### src/rtl/quickdraw_pkg.sv
// Shared types and constants for the quickdraw inference pipeline.
package quickdraw_pkg;

   localparam int unsigned NUM_CLASSES = 10;
   // Cycles a layer's done is ignored after launch so a stale sticky done can clear.
   localparam int unsigned GuardCycles = 2;

   typedef logic signed [31:0] score_t;

   typedef enum logic [2:0] {
      StIdle,
      StLaunch,
      StWaitDone,
      StRelease,
      StArgmax,
      StFinish
   } seq_state_t;

   function automatic int unsigned idx_width(input int unsigned n);
      return (n > 1) ? $clog2(n) : 1;
   endfunction

endpackage

### src/rtl/inference_sequencer_if.sv
// Control/result bundle between the inference sequencer, its host and the layer chain.
interface inference_sequencer_if #(
   parameter int unsigned NUM_LAYERS  = 4,
   parameter int unsigned NUM_CLASSES = quickdraw_pkg::NUM_CLASSES
);
   import quickdraw_pkg::*;

   localparam int unsigned IdxW = idx_width(NUM_CLASSES);

   logic                  run;
   logic                  busy;
   logic                  done;
   logic                  err;
   logic [NUM_LAYERS-1:0] layer_start;
   logic [NUM_LAYERS-1:0] layer_done;
   score_t                scores [NUM_CLASSES];
   logic [IdxW-1:0]       class_id;
   score_t                class_score;

   modport master (
      input  run, layer_done, scores,
      output busy, done, err, layer_start, class_id, class_score
   );

   modport slave (
      output run, layer_done, scores,
      input  busy, done, err, layer_start, class_id, class_score
   );

endinterface

### src/rtl/argmax_serial.sv
// Serial running argmax: one score per valid cycle, strict signed compare so ties keep the
// lowest index; 'first' reloads the running best unconditionally.
module argmax_serial #(
   parameter int unsigned NUM_CLASSES = quickdraw_pkg::NUM_CLASSES,
   localparam int unsigned IdxW = quickdraw_pkg::idx_width(NUM_CLASSES)
) (
   input  logic                  clk,
   input  logic                  reset_n,
   input  logic                  first,
   input  logic                  valid,
   input  logic [IdxW-1:0]       idx,
   input  quickdraw_pkg::score_t score,
   output logic [IdxW-1:0]       class_id,
   output quickdraw_pkg::score_t class_score
);
   import quickdraw_pkg::*;

   logic [IdxW-1:0] class_id_q, class_id_d;
   score_t          class_score_q, class_score_d;

   always_comb begin
      class_id_d    = class_id_q;
      class_score_d = class_score_q;
      if (valid && (first || (score > class_score_q))) begin
         class_id_d    = idx;
         class_score_d = score;
      end
   end

   always_ff @(posedge clk or negedge reset_n) begin
      if (!reset_n) begin
         class_id_q    <= '0;
         class_score_q <= '0;
      end else begin
         class_id_q    <= class_id_d;
         class_score_q <= class_score_d;
      end
   end

   assign class_id    = class_id_q;
   assign class_score = class_score_q;

endmodule

### src/rtl/inference_sequencer.sv
// Launches each layer in order via start/done, then serially argmaxes the fc2 scores.
// Optional per-layer watchdog enabled by defining SEQ_TIMEOUT_EN.
module inference_sequencer #(
   parameter int unsigned NUM_LAYERS     = 4,
   parameter int unsigned NUM_CLASSES    = quickdraw_pkg::NUM_CLASSES,
   parameter int unsigned TIMEOUT_CYCLES = 65535
) (
   input logic                   clk,
   input logic                   reset_n,
   inference_sequencer_if.master bus
);
   import quickdraw_pkg::*;

   localparam int unsigned IdxW   = idx_width(NUM_CLASSES);
   localparam int unsigned LayerW = idx_width(NUM_LAYERS);
   localparam logic [LayerW-1:0] LastLayer = LayerW'(NUM_LAYERS - 1);
   localparam logic [IdxW-1:0]   LastIdx   = IdxW'(NUM_CLASSES - 1);
   localparam logic [1:0]        GuardMax  = 2'(GuardCycles);

   seq_state_t            state_q, state_d;
   logic [LayerW-1:0]     layer_q, layer_d;
   logic [IdxW-1:0]       idx_q, idx_d;
   logic [1:0]            guard_q, guard_d;
   logic [NUM_LAYERS-1:0] start_q, start_d;
   logic                  busy_q, busy_d;
   logic                  done_q, done_d;

   logic            am_first, am_valid;
   logic [IdxW-1:0] am_idx;
   score_t          am_score;
   logic            guard_ok, done_seen, timeout;

   // Guard reaches GuardCycles on this edge, so layer_done may be trusted now.
   assign guard_ok  = (guard_q + 2'd1) >= GuardMax;
   assign done_seen = guard_ok && bus.layer_done[layer_q];

`ifdef SEQ_TIMEOUT_EN
   logic [15:0] wd_q, wd_d;
   logic        err_q, err_d;

   assign timeout = (state_q == StWaitDone) && !done_seen &&
                    (wd_q == 16'(TIMEOUT_CYCLES - 1));

   always_comb begin
      wd_d  = '0;
      err_d = err_q;
      if (state_q == StWaitDone) wd_d = wd_q + 16'd1;
      if (state_q == StIdle && bus.run) err_d = 1'b0;
      if (timeout) err_d = 1'b1;
   end

   always_ff @(posedge clk or negedge reset_n) begin
      if (!reset_n) begin
         wd_q  <= '0;
         err_q <= 1'b0;
      end else begin
         wd_q  <= wd_d;
         err_q <= err_d;
      end
   end

   assign bus.err = err_q;
`else
   assign timeout = 1'b0;
   assign bus.err = 1'b0;
`endif

   always_comb begin
      state_d  = state_q;
      layer_d  = layer_q;
      idx_d    = idx_q;
      guard_d  = guard_q;
      am_first = 1'b0;
      am_valid = 1'b0;
      am_idx   = idx_q;
      am_score = bus.scores[idx_q];

      unique case (state_q)
         StIdle: begin
            if (bus.run) begin
               // Clearing the result is a forced load of score 0 at index 0.
               am_first = 1'b1;
               am_valid = 1'b1;
               am_idx   = '0;
               am_score = '0;
               layer_d  = '0;
               state_d  = StLaunch;
            end
         end
         StLaunch: begin
            guard_d = '0;
            state_d = StWaitDone;
         end
         StWaitDone: begin
            if (guard_q != GuardMax) guard_d = guard_q + 2'd1;
            if (done_seen) begin
               state_d = StRelease;
            end else if (timeout) begin
               am_first = 1'b1;
               am_valid = 1'b1;
               am_idx   = '0;
               am_score = '0;
               state_d  = StFinish;
            end
         end
         StRelease: begin
            if (layer_q == LastLayer) begin
               idx_d   = '0;
               state_d = StArgmax;
            end else begin
               layer_d = layer_q + 1'b1;
               state_d = StLaunch;
            end
         end
         StArgmax: begin
            am_valid = 1'b1;
            am_first = (idx_q == '0);
            if (idx_q == LastIdx) state_d = StFinish;
            else idx_d = idx_q + 1'b1;
         end
         StFinish: begin
            if (!bus.run) state_d = StIdle;
         end
         default: state_d = StIdle;
      endcase

      busy_d  = state_d inside {StLaunch, StWaitDone, StRelease, StArgmax};
      done_d  = (state_d == StFinish);
      start_d = '0;
      if (state_d == StLaunch || state_d == StWaitDone) start_d[layer_d] = 1'b1;
   end

   always_ff @(posedge clk or negedge reset_n) begin
      if (!reset_n) begin
         state_q <= StIdle;
         layer_q <= '0;
         idx_q   <= '0;
         guard_q <= '0;
         start_q <= '0;
         busy_q  <= 1'b0;
         done_q  <= 1'b0;
      end else begin
         state_q <= state_d;
         layer_q <= layer_d;
         idx_q   <= idx_d;
         guard_q <= guard_d;
         start_q <= start_d;
         busy_q  <= busy_d;
         done_q  <= done_d;
      end
   end

   logic [IdxW-1:0] class_id;
   score_t          class_score;

   argmax_serial #(
      .NUM_CLASSES (NUM_CLASSES)
   ) u_argmax (
      .clk         (clk),
      .reset_n     (reset_n),
      .first       (am_first),
      .valid       (am_valid),
      .idx         (am_idx),
      .score       (am_score),
      .class_id    (class_id),
      .class_score (class_score)
   );

   assign bus.busy        = busy_q;
   assign bus.done        = done_q;
   assign bus.layer_start = start_q;
   assign bus.class_id    = class_id;
   assign bus.class_score = class_score;

endmodule

### src/flat_wrapper.sv
// flat-port wrapper written by rule: the top's interface ports become plain ports
module inference_sequencer_flat import quickdraw_pkg::*;
#(
   parameter int unsigned NUM_LAYERS     = 4,
   parameter int unsigned NUM_CLASSES    = quickdraw_pkg::NUM_CLASSES,
   parameter int unsigned TIMEOUT_CYCLES = 65535
)
  (clk, reset_n, bus_run, bus_layer_done, bus_scores, bus_busy, bus_done, bus_err, bus_layer_start, bus_class_id, bus_class_score);
  inference_sequencer_if #(.NUM_LAYERS(NUM_LAYERS), .NUM_CLASSES(NUM_CLASSES)) bus_i ();
  input logic clk;
  input logic reset_n;
  input wire logic [$bits(bus_i.run)-1:0] bus_run;
  input wire logic [$bits(bus_i.layer_done)-1:0] bus_layer_done;
  input wire logic [$bits(bus_i.scores)-1:0] bus_scores;
  output wire logic [$bits(bus_i.busy)-1:0] bus_busy;
  output wire logic [$bits(bus_i.done)-1:0] bus_done;
  output wire logic [$bits(bus_i.err)-1:0] bus_err;
  output wire logic [$bits(bus_i.layer_start)-1:0] bus_layer_start;
  output wire logic [$bits(bus_i.class_id)-1:0] bus_class_id;
  output wire logic [$bits(bus_i.class_score)-1:0] bus_class_score;
  assign bus_i.run = bus_run;
  assign bus_i.layer_done = bus_layer_done;
  assign bus_i.scores = {>>{bus_scores}};
  assign bus_busy = bus_i.busy;
  assign bus_done = bus_i.done;
  assign bus_err = bus_i.err;
  assign bus_layer_start = bus_i.layer_start;
  assign bus_class_id = bus_i.class_id;
  assign bus_class_score = bus_i.class_score;
  inference_sequencer #(.NUM_LAYERS(NUM_LAYERS), .NUM_CLASSES(NUM_CLASSES), .TIMEOUT_CYCLES(TIMEOUT_CYCLES)) u_core (.clk(clk), .reset_n(reset_n), .bus(bus_i));
endmodule
### config.mk
export PLATFORM = sky130hd
export DESIGN_NAME = inference_sequencer_flat
export DESIGN_NICKNAME = d
export VERILOG_FILES = /design/src/rtl/quickdraw_pkg.sv /design/src/rtl/inference_sequencer_if.sv /design/src/rtl/argmax_serial.sv /design/src/rtl/inference_sequencer.sv /design/src/flat_wrapper.sv
export SDC_FILE = /design/constraint.sdc
export NUM_CORES = 1
export LEC_CHECK = 0
export CAP_MARGIN = 20
export CORE_AREA = 10 10 134 136
export CTS_BUF_LIST = sky130_fd_sc_hd__clkbuf_8
export CTS_CLUSTER_SIZE = 30
export DETAILED_ROUTE_END_ITERATION = 8
export DIE_AREA = 0 0 144 146
export PLACE_DENSITY = 0.8
export SLEW_MARGIN = 20
export SYNTH_ARGS = -nofsm -noshare
export SYNTH_HDL_FRONTEND = slang
export SYNTH_HIERARCHICAL = 1
export SYNTH_SLANG_ARGS = --single-unit
### constraint.sdc
create_clock -name clk -period 10.8 [get_ports clk]
set_input_delay 2.16 -clock clk [delete_from_list [all_inputs] [get_ports clk]]
set_output_delay 2.16 -clock clk [all_outputs]
set_load 0.05 [all_outputs]
==> results of run 1 <==
flip-flops by register name (all words and copies together) (netlist names):
register and flops:
u_core/u_argmax/class_id 4, u_core/layer_q 2, u_core/bus.busy 1, u_core/state_q 3, u_core/idx_q 4, u_core/guard_q 2, u_core/u_argmax/class_score 32, u_core/bus.layer_start 4
u_core/bus.done 1
stage by stage:
step / power [uW] / hold WS (ns) / util [%] / setup slack (ns) / std cells
after floorplan: 1871 / 0.4722 / - / 5.646 / 491
after global placement: 2441 / 0.4965 / 61.66 / 4.129 / 1021
after detailed placement: 2480 / 0.5042 / 61.66 / 4.064 / 1021
after CTS: 2645 / 0.5331 / 62.53 / 4.412 / 1029
after global routing: 2810 / 0.5420 / 62.59 / 4.088 / 1033
final: 2650 / 0.5305 / 62.62 / 4.312 / 1035
per-layer routing:
layer,GRT usage (%),wire (um)
met1,31.50,10990
met2,44.08,14530
met3,7.539,2411
met4,6.384,358
met5,0,21
layout make-up:
| type | count | area [um^2] | share of cell area, % |
|---|---|---|---|
| Clock inverter | 3 | 65.06 | 0.6711 |
| Timing Repair Buffer | 375 | 3731 | 38.48 |
| Multi-Input combinational cell | 358 | 4081 | 42.10 |
| Clock buffer | 5 | 68.82 | 0.7098 |
| Inverter | 43 | 161.4 | 1.665 |
| Antenna cell | 6 | 15.01 | 0.1549 |
| Sequential cell | 53 | 1333 | 13.74 |
| Tap cell | 192 | 240.2 | 2.478 |
worst max-delay path by stage:
| stage | endpoint | slack, ns | startpoint | cells after the start |
|---|---|---|---|---|
| 2_1_floorplan | u_core/u_argmax/class_id[0]$_DFFE_PN0P_ | 5.65 | bus_run | 13 |
| 3_3_place_gp | u_core/u_argmax/class_score[25]$_DFFE_PN0P_ | 4.13 | bus_run | 13 |
| 3_5_place_dp | u_core/u_argmax/class_score[25]$_DFFE_PN0P_ | 4.06 | bus_run | 13 |
| 4_1_cts | u_core/u_argmax/class_score[25]$_DFFE_PN0P_ | 4.41 | bus_run | 13 |
| 5_1_grt | u_core/u_argmax/class_score[26]$_DFFE_PN0P_ | 4.09 | bus_run | 13 |
| 6_report | u_core/u_argmax/class_score[25]$_DFFE_PN0P_ | 4.31 | bus_run | 13 |
synthesized netlist by cell type (all sizes together) (2+ instances only):
master  instances  share of area (%)
nor2           10               0.65
a21oi          21                1.8
nand4           9                1.2
o21ai           8               0.69
a31oi           3               0.43
a211oi          2               0.35
or4b            2               0.41
a22oi           2               0.26
mux2           37                9.1
inv            43                2.8
mux2i          67                 12
and3b           2               0.30
and2            4               0.47
buf            27                3.3
nand2b          4               0.43
nand2          18                1.2
clkbuf         10               0.65
dfrtp          53                 23
or4             2               0.32
nand3           4               0.35
o211ai          2               0.50
o22ai          34                3.7
o21a            2               0.26
ha             36                7.8
mux4           65                 25
xnor2           2               0.30
nor3            7               0.60
power groups by stage:
stage	clock network [uW]	logic, uW	registers, uW
detailed placement	0	2050	426
global route	168	2200	442
finish	160	2060	427
global placement	0	2020	423
CTS	162	2060	424
floorplan	0	1260	610
kinds of logic after synthesis:
| group | count (synthesis) | share of synthesized area, % |
|---|---|---|
| XOR/XNOR | 2 | 0.3021 |
| AO/OA/AOI/OAI | 82 | 9.406 |
| other | 1 | 0.06466 |
| multiplexers | 169 | 45.93 |
| flip-flops | 53 | 22.87 |
| buffers and inverters | 80 | 6.753 |
| adder cells (fa/ha/maj) | 36 | 7.767 |
| AND/OR/NAND/NOR | 68 | 6.904 |
==> impl_metrics.env, run 1 <==
export IMPL_clk_latency_ns=0.31
export IMPL_postLayoutCellArea_um2=9696
export IMPL_synthesis_area_um2=5799
export IMPL_setup_tns_ns=0
export IMPL_grt_overflow_total=0
export IMPL_cp_end_kind="flip-flop"
export IMPL_grt_use_total_pct=26.04
export IMPL_ys_types=57
export IMPL_die_height_um=146
export IMPL_worstHoldPathType="reg -> reg"
export IMPL_r2r_cells=12
export IMPL_path_buf_inv=2
export IMPL_wirelength_mm=28.31
export IMPL_vdd_ir_drop_max_mv=0.1898
export IMPL_ios=370
export IMPL_rsz0062_at_grt="false"
export IMPL_p_int_uw=1349
export IMPL_max_slew_margin_pct=43.27
export IMPL_placedInstanceArea_um2=9547
export IMPL_vias_per_cell=5.530
export IMPL_holdBufCountCts=0
export IMPL_worst_r2r_setup_slack_ns=5.42
export IMPL_vias=5724
export IMPL_hold_start="u_core/u_argmax/class_id[2]$_DFFE_PN0P_"
export IMPL_grt_pass1_wl_mm=40.65
export IMPL_p_per_area_nw_per_um2=273.3
export IMPL_yosysWarnings=6
export IMPL_ys_async_sr_fraction_pct=100.0
export IMPL_sw_frac_of_total_pct=49.10
export IMPL_cts_root_buf="clkbuf_8"
export IMPL_hold_depth=1
export IMPL_cts_clk_slew_worst_paths_ns=0.10
export IMPL_clock_sinks=53
export IMPL_cts_tree="done"
export IMPL_r2r_start="u_core/idx_q[1]$_DFFE_PN0P_"
export IMPL_drive_gt1_share_pct=16.01
export IMPL_place_hpwl_mm=24.67
export IMPL_arrival_ns=6.70
export IMPL_antenna_left=0
export IMPL_crit_type="in -> reg"
export IMPL_htree_levels=2
export IMPL_max_clock_path_buffers=2
export IMPL_final_cell_mix="367 x clkdlybuf4s50_1, 67 x mux2i_1, 65 x mux4_2"
export IMPL_dr_pass1_iters=7
export IMPL_worst_pin_slew_ns=0.8510
export IMPL_fin_crit_sh_pct=60.08
export IMPL_layout_nets=1199
export IMPL_syn_inst=491
export IMPL_path_max_fanout=32
export IMPL_cp_required_ns=11.01
export IMPL_antenna_found_initial=8
export IMPL_synth_edf_count=0
export IMPL_drv_slew=0
export IMPL_cts_resized=0
export IMPL_placementRows=46
export IMPL_status="complete, no violations"
export IMPL_hold_violations=0
export IMPL_ys_seq_area_share_pct=22.87
export IMPL_p_switching_uw=1301
export IMPL_drt_iter0_markers=423
export IMPL_path_cells="clkdlybuf4s50_1 -> or4b_4 -> and2_4 -> nand2_2 -> o22ai_1 -> ha_1 -> a21oi_1 -> o21ai_0 -> a22oi_1 -> nand3_1 -> o211ai_4 -> buf_4 -> mux2_2"
export IMPL_synth_seq_cells=53
export IMPL_detail_route_wl_per_cell_um=27.35
export IMPL_synthToLayoutAreaGrowth_pct=67.18
export IMPL_layout_commonest_cell="clkdlybuf4s50_1"
export IMPL_critPathTopFamily="simple AND/OR/NAND/NOR gates"
export IMPL_numCtsBuffers=5
export IMPL_combPwrFrac_pct=77.9
export IMPL_avgSynthCellArea_um2=11.81
export IMPL_total_leakage_power_uw=0.004062
export IMPL_period_minus_slack_ns=6.488
export IMPL_hold_path_end="u_core/u_argmax/class_id[2]$_DFFE_PN0P_"
export IMPL_fin_worst_skew_ns=0.006756
export IMPL_crit_slowest_cell="clkdlybuf4s50_1"
export IMPL_grt_max_degree=61
export IMPL_timing_rr_end="u_core/u_argmax/class_score[25]$_DFFE_PN0P_"
export IMPL_cap_viol_max_count=0
export IMPL_coreArea_um2=15480
export IMPL_die_width_um=144
export IMPL_crit_path_max_incr_delay_ns=0.58
export IMPL_die_area_um2=21020
export IMPL_seq_power_share_pct=16.1
export IMPL_fillers=1263
export IMPL_syn_nets=854
export IMPL_port_buffers=368
export IMPL_gp_congestion=0.9513
export IMPL_critPathLaunchType="input port"
export IMPL_clock_fmax_ghz=0.1541
export IMPL_clockPowerShare_pct=6.0
export IMPL_start_util_pct=37.46
export IMPL_cts_setup_buffers=0
export IMPL_synth_ff_type="dfrtp_1"
export IMPL_grt_pass1_vias=6189
export IMPL_final_setup_viol_count=0
export IMPL_drc=0
No activity file was read; power rests on OpenSTA's default activity.
==> run 2, diff against run 1 <==
- CORE_AREA: 10 10 134 136 -> unset
- CORE_ASPECT_RATIO: unset -> 1.2
- CORE_MARGIN: unset -> 10
- CORE_UTILIZATION: unset -> 35
- DIE_AREA: 0 0 144 146 -> unset
- PLACE_DENSITY: 0.8 -> 0.78
- clock period: 10.8 -> 5.2 ns (I/O delays scaled with it)
==> impl_metrics.env, run 2 (same netlist as run 1, synthesis figures left out) <==
export IMPL_port_buffers=368
export IMPL_antenna_left=0
export IMPL_period_minus_slack_ns=4.642
export IMPL_die_width_um=137.5
export IMPL_cts_setup_buffers=0
export IMPL_holdBufCountCts=0
export IMPL_die_height_um=161.0
export IMPL_ios=370
export IMPL_max_slew_margin_pct=53.93
export IMPL_crit_slowest_cell="o211ai_4"
export IMPL_hold_violations=0
export IMPL_drive_gt1_share_pct=16.61
export IMPL_drt_iter0_markers=478
export IMPL_whs_ns=0.5217
export IMPL_postLayoutCellArea_um2=9798
export IMPL_max_clock_path_buffers=2
export IMPL_hold_depth=2
export IMPL_fin_crit_sh_pct=89.27
export IMPL_path_max_fanout=32
export IMPL_cts_root_buf="clkbuf_8"
export IMPL_setup_tns_ns=0
export IMPL_timing_rr_end="u_core/u_argmax/class_score[10]$_DFFE_PN0P_"
export IMPL_largest_reg_flops=32
export IMPL_vdd_ir_drop_max_mv=0.2262
export IMPL_vias_per_cell=5.552
export IMPL_placedInstanceArea_um2=9692
export IMPL_worst_r2r_setup_slack_ns=0.74
export IMPL_placementRows=51
export IMPL_htree_levels=2
export IMPL_numCtsBuffers=5
export IMPL_status="complete, no violations"
export IMPL_layout_commonest_cell="clkdlybuf4s50_1"
export IMPL_p_per_area_nw_per_um2=562.6
export IMPL_r2r_start="u_core/idx_q[1]$_DFFE_PN0P_"
export IMPL_total_leakage_power_uw=0.004098
export IMPL_die_area_um2=22140
export IMPL_start_util_pct=35.64
export IMPL_drv_slew=0
export IMPL_crit_type="in -> reg"
export IMPL_hold_path_end="u_core/guard_q[1]$_DFFE_PN0P_"
export IMPL_clk_latency_ns=0.33
export IMPL_cp_end_kind="flip-flop"
export IMPL_final_cell_mix="367 x clkdlybuf4s50_1, 67 x mux2i_1, 65 x mux4_2"
export IMPL_vias=5885
export IMPL_fin_worst_skew_ns=0.01266
export IMPL_cts_resized=0
export IMPL_grt_pass1_wl_mm=42.44
export IMPL_cap_viol_max_count=0
export IMPL_grt_max_degree=54
export IMPL_antenna_found_initial=7
export IMPL_cts_clk_slew_worst_paths_ns=0.11
export IMPL_layout_nets=1205
export IMPL_clock_fmax_ghz=0.2154
export IMPL_grt_use_total_pct=26.11
export IMPL_place_hpwl_mm=26.20
export IMPL_detail_route_wl_per_cell_um=28.21
export IMPL_synthToLayoutAreaGrowth_pct=68.95
export IMPL_crit_path_max_incr_delay_ns=0.50
export IMPL_grt_pass1_vias=6501
export IMPL_gp_congestion=0.9200
export IMPL_r2r_cells=12
export IMPL_coreArea_um2=16270
export IMPL_final_setup_viol_count=0
export IMPL_hold_start="u_core/guard_q[1]$_DFFE_PN0P_"
export IMPL_worstHoldPathType="reg -> reg"
export IMPL_clock_sinks=53
export IMPL_critPathLaunchType="input port"
export IMPL_dr_pass1_iters=5
export IMPL_rsz0062_at_grt="false"
export IMPL_drc=0
export IMPL_worst_pin_slew_ns=0.6910
export IMPL_grt_overflow_total=0
export IMPL_path_cells="clkdlybuf4s50_1 -> or4b_4 -> and2_4 -> nand2_2 -> buf_12 -> o22ai_1 -> ha_1 -> a21oi_1 -> o21ai_0 -> a22oi_1 -> nand3_1 -> o211ai_4 -> buf_4 -> mux2_4"
export IMPL_cp_required_ns=5.42
export IMPL_cts_tree="done"
export IMPL_wirelength_mm=29.90
export IMPL_arrival_ns=4.86
==> run 2: changes by cell type in the layout (fill, tap and decap cells not counted), sizes merged <==
cell      before  now
buf            8   14
inv           43   44
clkinvlp       0    1
diode          6    5
bufinv         2    0
==> run 2: worst max path at each step <==
stage	start	end	depth (start not counted)
2_1_floorplan	bus_run	u_core/u_argmax/class_id[0]$_DFFE_PN0P_	13
3_3_place_gp	bus_scores[108]	u_core/u_argmax/class_score[3]$_DFFE_PN0P_	12
3_5_place_dp	bus_run	u_core/u_argmax/class_score[10]$_DFFE_PN0P_	14
4_1_cts	bus_run	u_core/u_argmax/class_score[10]$_DFFE_PN0P_	14
5_1_grt	bus_run	u_core/u_argmax/class_score[2]$_DFFE_PN0P_	14
6_report	bus_run	u_core/u_argmax/class_score[10]$_DFFE_PN0P_	14
==> run 2: routing by layer <==
metal	routed length, um	part of all wire (%)	up-vias	track usage [%]
li1	-	-	2630	-
met1	11830	40	2894	32.55
met2	14400	48	312	42.63
met3	2811	9.4	43	7.480
met4	821	2.7	6	7.582
met5	32	0.11	-	0
==> run 2: where the power goes <==
part           switching, uW  internal, uW  total, uW
Clock                    154          97.6        251
Sequential               255           613        868
Combinational           2330          2070       4390
==> run 2: through the flow <==
step	utilization [%]	cells	worst slack, ns	power (uW)
finish	60.22	1060	0.5577	5512
global route	60.18	1058	0.4727	5833
CTS	60.14	1055	0.6372	5489
detailed placement	59.56	1047	0.2967	5228
global placement	59.56	1047	0.3133	5148
floorplan	-	491	1.166	3885
==> run 2: worst max-delay path, delay by kind of cell <==
family / cells / cell delay [ns]
compound gates: 5 / 1.22
fa+ha+maj: 1 / 0.36
buf+inv: 3 / 0.98
mux: 1 / 0.32
simple gates: 4 / 0.92
==> run 2: cell type report <==
class / count / area [um^2]
diodes: 5 / 12.51
clock buffers: 5 / 68.82
clock inverters: 3 / 25.02
fillers: 1416 / 6474
inverters: 43 / 161.4
multi-input cells: 358 / 4081
flip-flops and latches: 53 / 1333
well taps: 212 / 265.3
repair buffers: 381 / 3851
==> run 3, diff against run 2 <==
- ABC_CLOCK_PERIOD_IN_PS: unset -> 5200
- MAX_ROUTING_LAYER: unset -> met4
==> impl_metrics.env, run 3 (same netlist as run 1, synthesis figures left out) <==
export IMPL_vdd_ir_drop_max_mv=0.2386
export IMPL_drive_gt1_share_pct=16.59
export IMPL_dr_pass1_iters=6
export IMPL_gp_congestion=0.9534
export IMPL_vias_per_cell=5.523
export IMPL_critPathLaunchType="input port"
export IMPL_place_hpwl_mm=26.25
export IMPL_cap_viol_max_count=0
export IMPL_period_minus_slack_ns=4.659
export IMPL_cts_resized=0
export IMPL_grt_use_total_pct=26.84
export IMPL_die_width_um=137.5
export IMPL_coreArea_um2=16270
export IMPL_synthToLayoutAreaGrowth_pct=69.47
export IMPL_numCtsBuffers=5
export IMPL_max_slew_margin_pct=39.24
export IMPL_path_max_fanout=32
export IMPL_port_buffers=368
export IMPL_drt_iter0_markers=550
export IMPL_ios=370
export IMPL_holdBufCountCts=0
export IMPL_clk_latency_ns=0.31
export IMPL_postLayoutCellArea_um2=9828
export IMPL_grt_overflow_total=0
export IMPL_antenna_left=0
export IMPL_clock_sinks=53
export IMPL_cts_root_buf="clkbuf_8"
export IMPL_p_per_area_nw_per_um2=569.3
export IMPL_clock_fmax_ghz=0.2146
export IMPL_die_height_um=161.0
export IMPL_layout_nets=1206
export IMPL_whs_ns=0.5297
export IMPL_crit_path_max_incr_delay_ns=0.59
export IMPL_grt_pass1_wl_mm=42.08
export IMPL_crit_type="in -> reg"
export IMPL_fin_worst_skew_ns=0.007073
export IMPL_start_util_pct=35.64
export IMPL_critPathTopFamily="simple AND/OR/NAND/NOR gates"
export IMPL_grt_pass1_vias=6283
export IMPL_cts_setup_buffers=0
export IMPL_cts_tree="done"
export IMPL_path_common_cell="buf_12"
export IMPL_worst_pin_slew_ns=0.9101
export IMPL_fin_crit_sh_pct=89.59
export IMPL_vias=5888
export IMPL_cts_clk_slew_worst_paths_ns=0.09
export IMPL_drc=0
export IMPL_path_cells="clkdlybuf4s50_1 -> or4b_4 -> and2_4 -> nand2_2 -> buf_12 -> o22ai_1 -> ha_1 -> nand4_2 -> or4_4 -> o21ai_1 -> nand2_1 -> o211ai_4 -> buf_12 -> mux2_2"
export IMPL_crit_slowest_cell="or4_4"
export IMPL_hold_violations=0
export IMPL_grt_max_degree=54
export IMPL_arrival_ns=4.86
export IMPL_rsz0062_at_grt="false"
export IMPL_power_uw=5595
export IMPL_die_area_um2=22140
export IMPL_largest_reg_flops=32
export IMPL_cp_end_kind="flip-flop"
export IMPL_setup_tns_ns=0
export IMPL_htree_levels=2
export IMPL_max_clock_path_buffers=2
export IMPL_wirelength_mm=30.09
export IMPL_placedInstanceArea_um2=9687
export IMPL_path_buf_inv=3
export IMPL_detail_route_wl_per_cell_um=28.22
export IMPL_total_leakage_power_uw=0.004114
export IMPL_final_cell_mix="367 x clkdlybuf4s50_1, 67 x mux2i_1, 65 x mux4_2"
export IMPL_placementRows=51
export IMPL_drv_slew=0
export IMPL_status="complete, no violations"
export IMPL_antenna_found_initial=5
export IMPL_fillers=1385
export IMPL_layout_commonest_cell="clkdlybuf4s50_1"
export IMPL_cp_required_ns=5.40
export IMPL_worstHoldPathType="reg -> reg"
export IMPL_final_setup_viol_count=0
[run 3: cell count changes in the layout (fill, tap and decap cells not counted), sizes merged]
| cell | delta |
|---|---|
| bufinv | +1 |
| clkinv | -1 |
| clkinvlp | -1 |
| clkbuf | +1 |
| buf | +1 |
| diode | +5 |
[run 3: final timing paths]
kind                                                         start                                          end  slack [ns]  cells past startpoint
min in group asynchronous                                  reset_n          u_core/bus.layer_start[3]$_DFF_PN0_        0.83                      2
max in group asynchronous                                  reset_n                  u_core/idx_q[1]$_DFFE_PN0P_        3.83                      2
setup reg to reg                       u_core/idx_q[1]$_DFFE_PN0P_  u_core/u_argmax/class_score[27]$_DFFE_PN0P_        0.79                     12
setup / recovery                                           bus_run  u_core/u_argmax/class_score[27]$_DFFE_PN0P_        0.54                     14
hold reg to reg            u_core/u_argmax/class_id[0]$_DFFE_PN0P_      u_core/u_argmax/class_id[0]$_DFFE_PN0P_        0.53                      1
hold / removal             u_core/u_argmax/class_id[0]$_DFFE_PN0P_      u_core/u_argmax/class_id[0]$_DFFE_PN0P_        0.53                      1
[run 3: power breakdown]
part           total [uW]  internal, uW  switching (uW)
combinational        4420          2080            2340
sequential            884           613             271
clock                 294           155             139
[run 3: per-stage QoR]
step | std cells | util (%) | setup slack (ns)
floorplan | 491 | - | 1.166
global placement | 1048 | 59.53 | 0.3499
detailed placement | 1048 | 59.53 | 0.2693
CTS | 1056 | 60.25 | 0.6109
global route | 1061 | 60.32 | 0.5028
finish | 1066 | 60.40 | 0.5412
[run 3: layout make-up]
type                       count  area, um^2  area share, %
inverter                      43       161.4          1.642
antenna                       10       25.02         0.2546
sequential                    53        1333          13.56
timing repair buffer         382        3846          39.13
tap                          212       265.3          2.699
clock inverter                 2       33.78         0.3437
multi-input combinational    358        4081          41.53
clock buffer                   6       82.58         0.8402
[run 3: metal layers]
| metal | part of all wire, % | track usage, % | wire, um |
|---|---|---|---|
| met5 | 0 | - | 0 |
| met4 | 2.1 | 6.574 | 618 |
| met3 | 8.7 | 5.804 | 2630 |
| met2 | 49 | 43.46 | 14800 |
| met1 | 40 | 33.29 | 12040 |
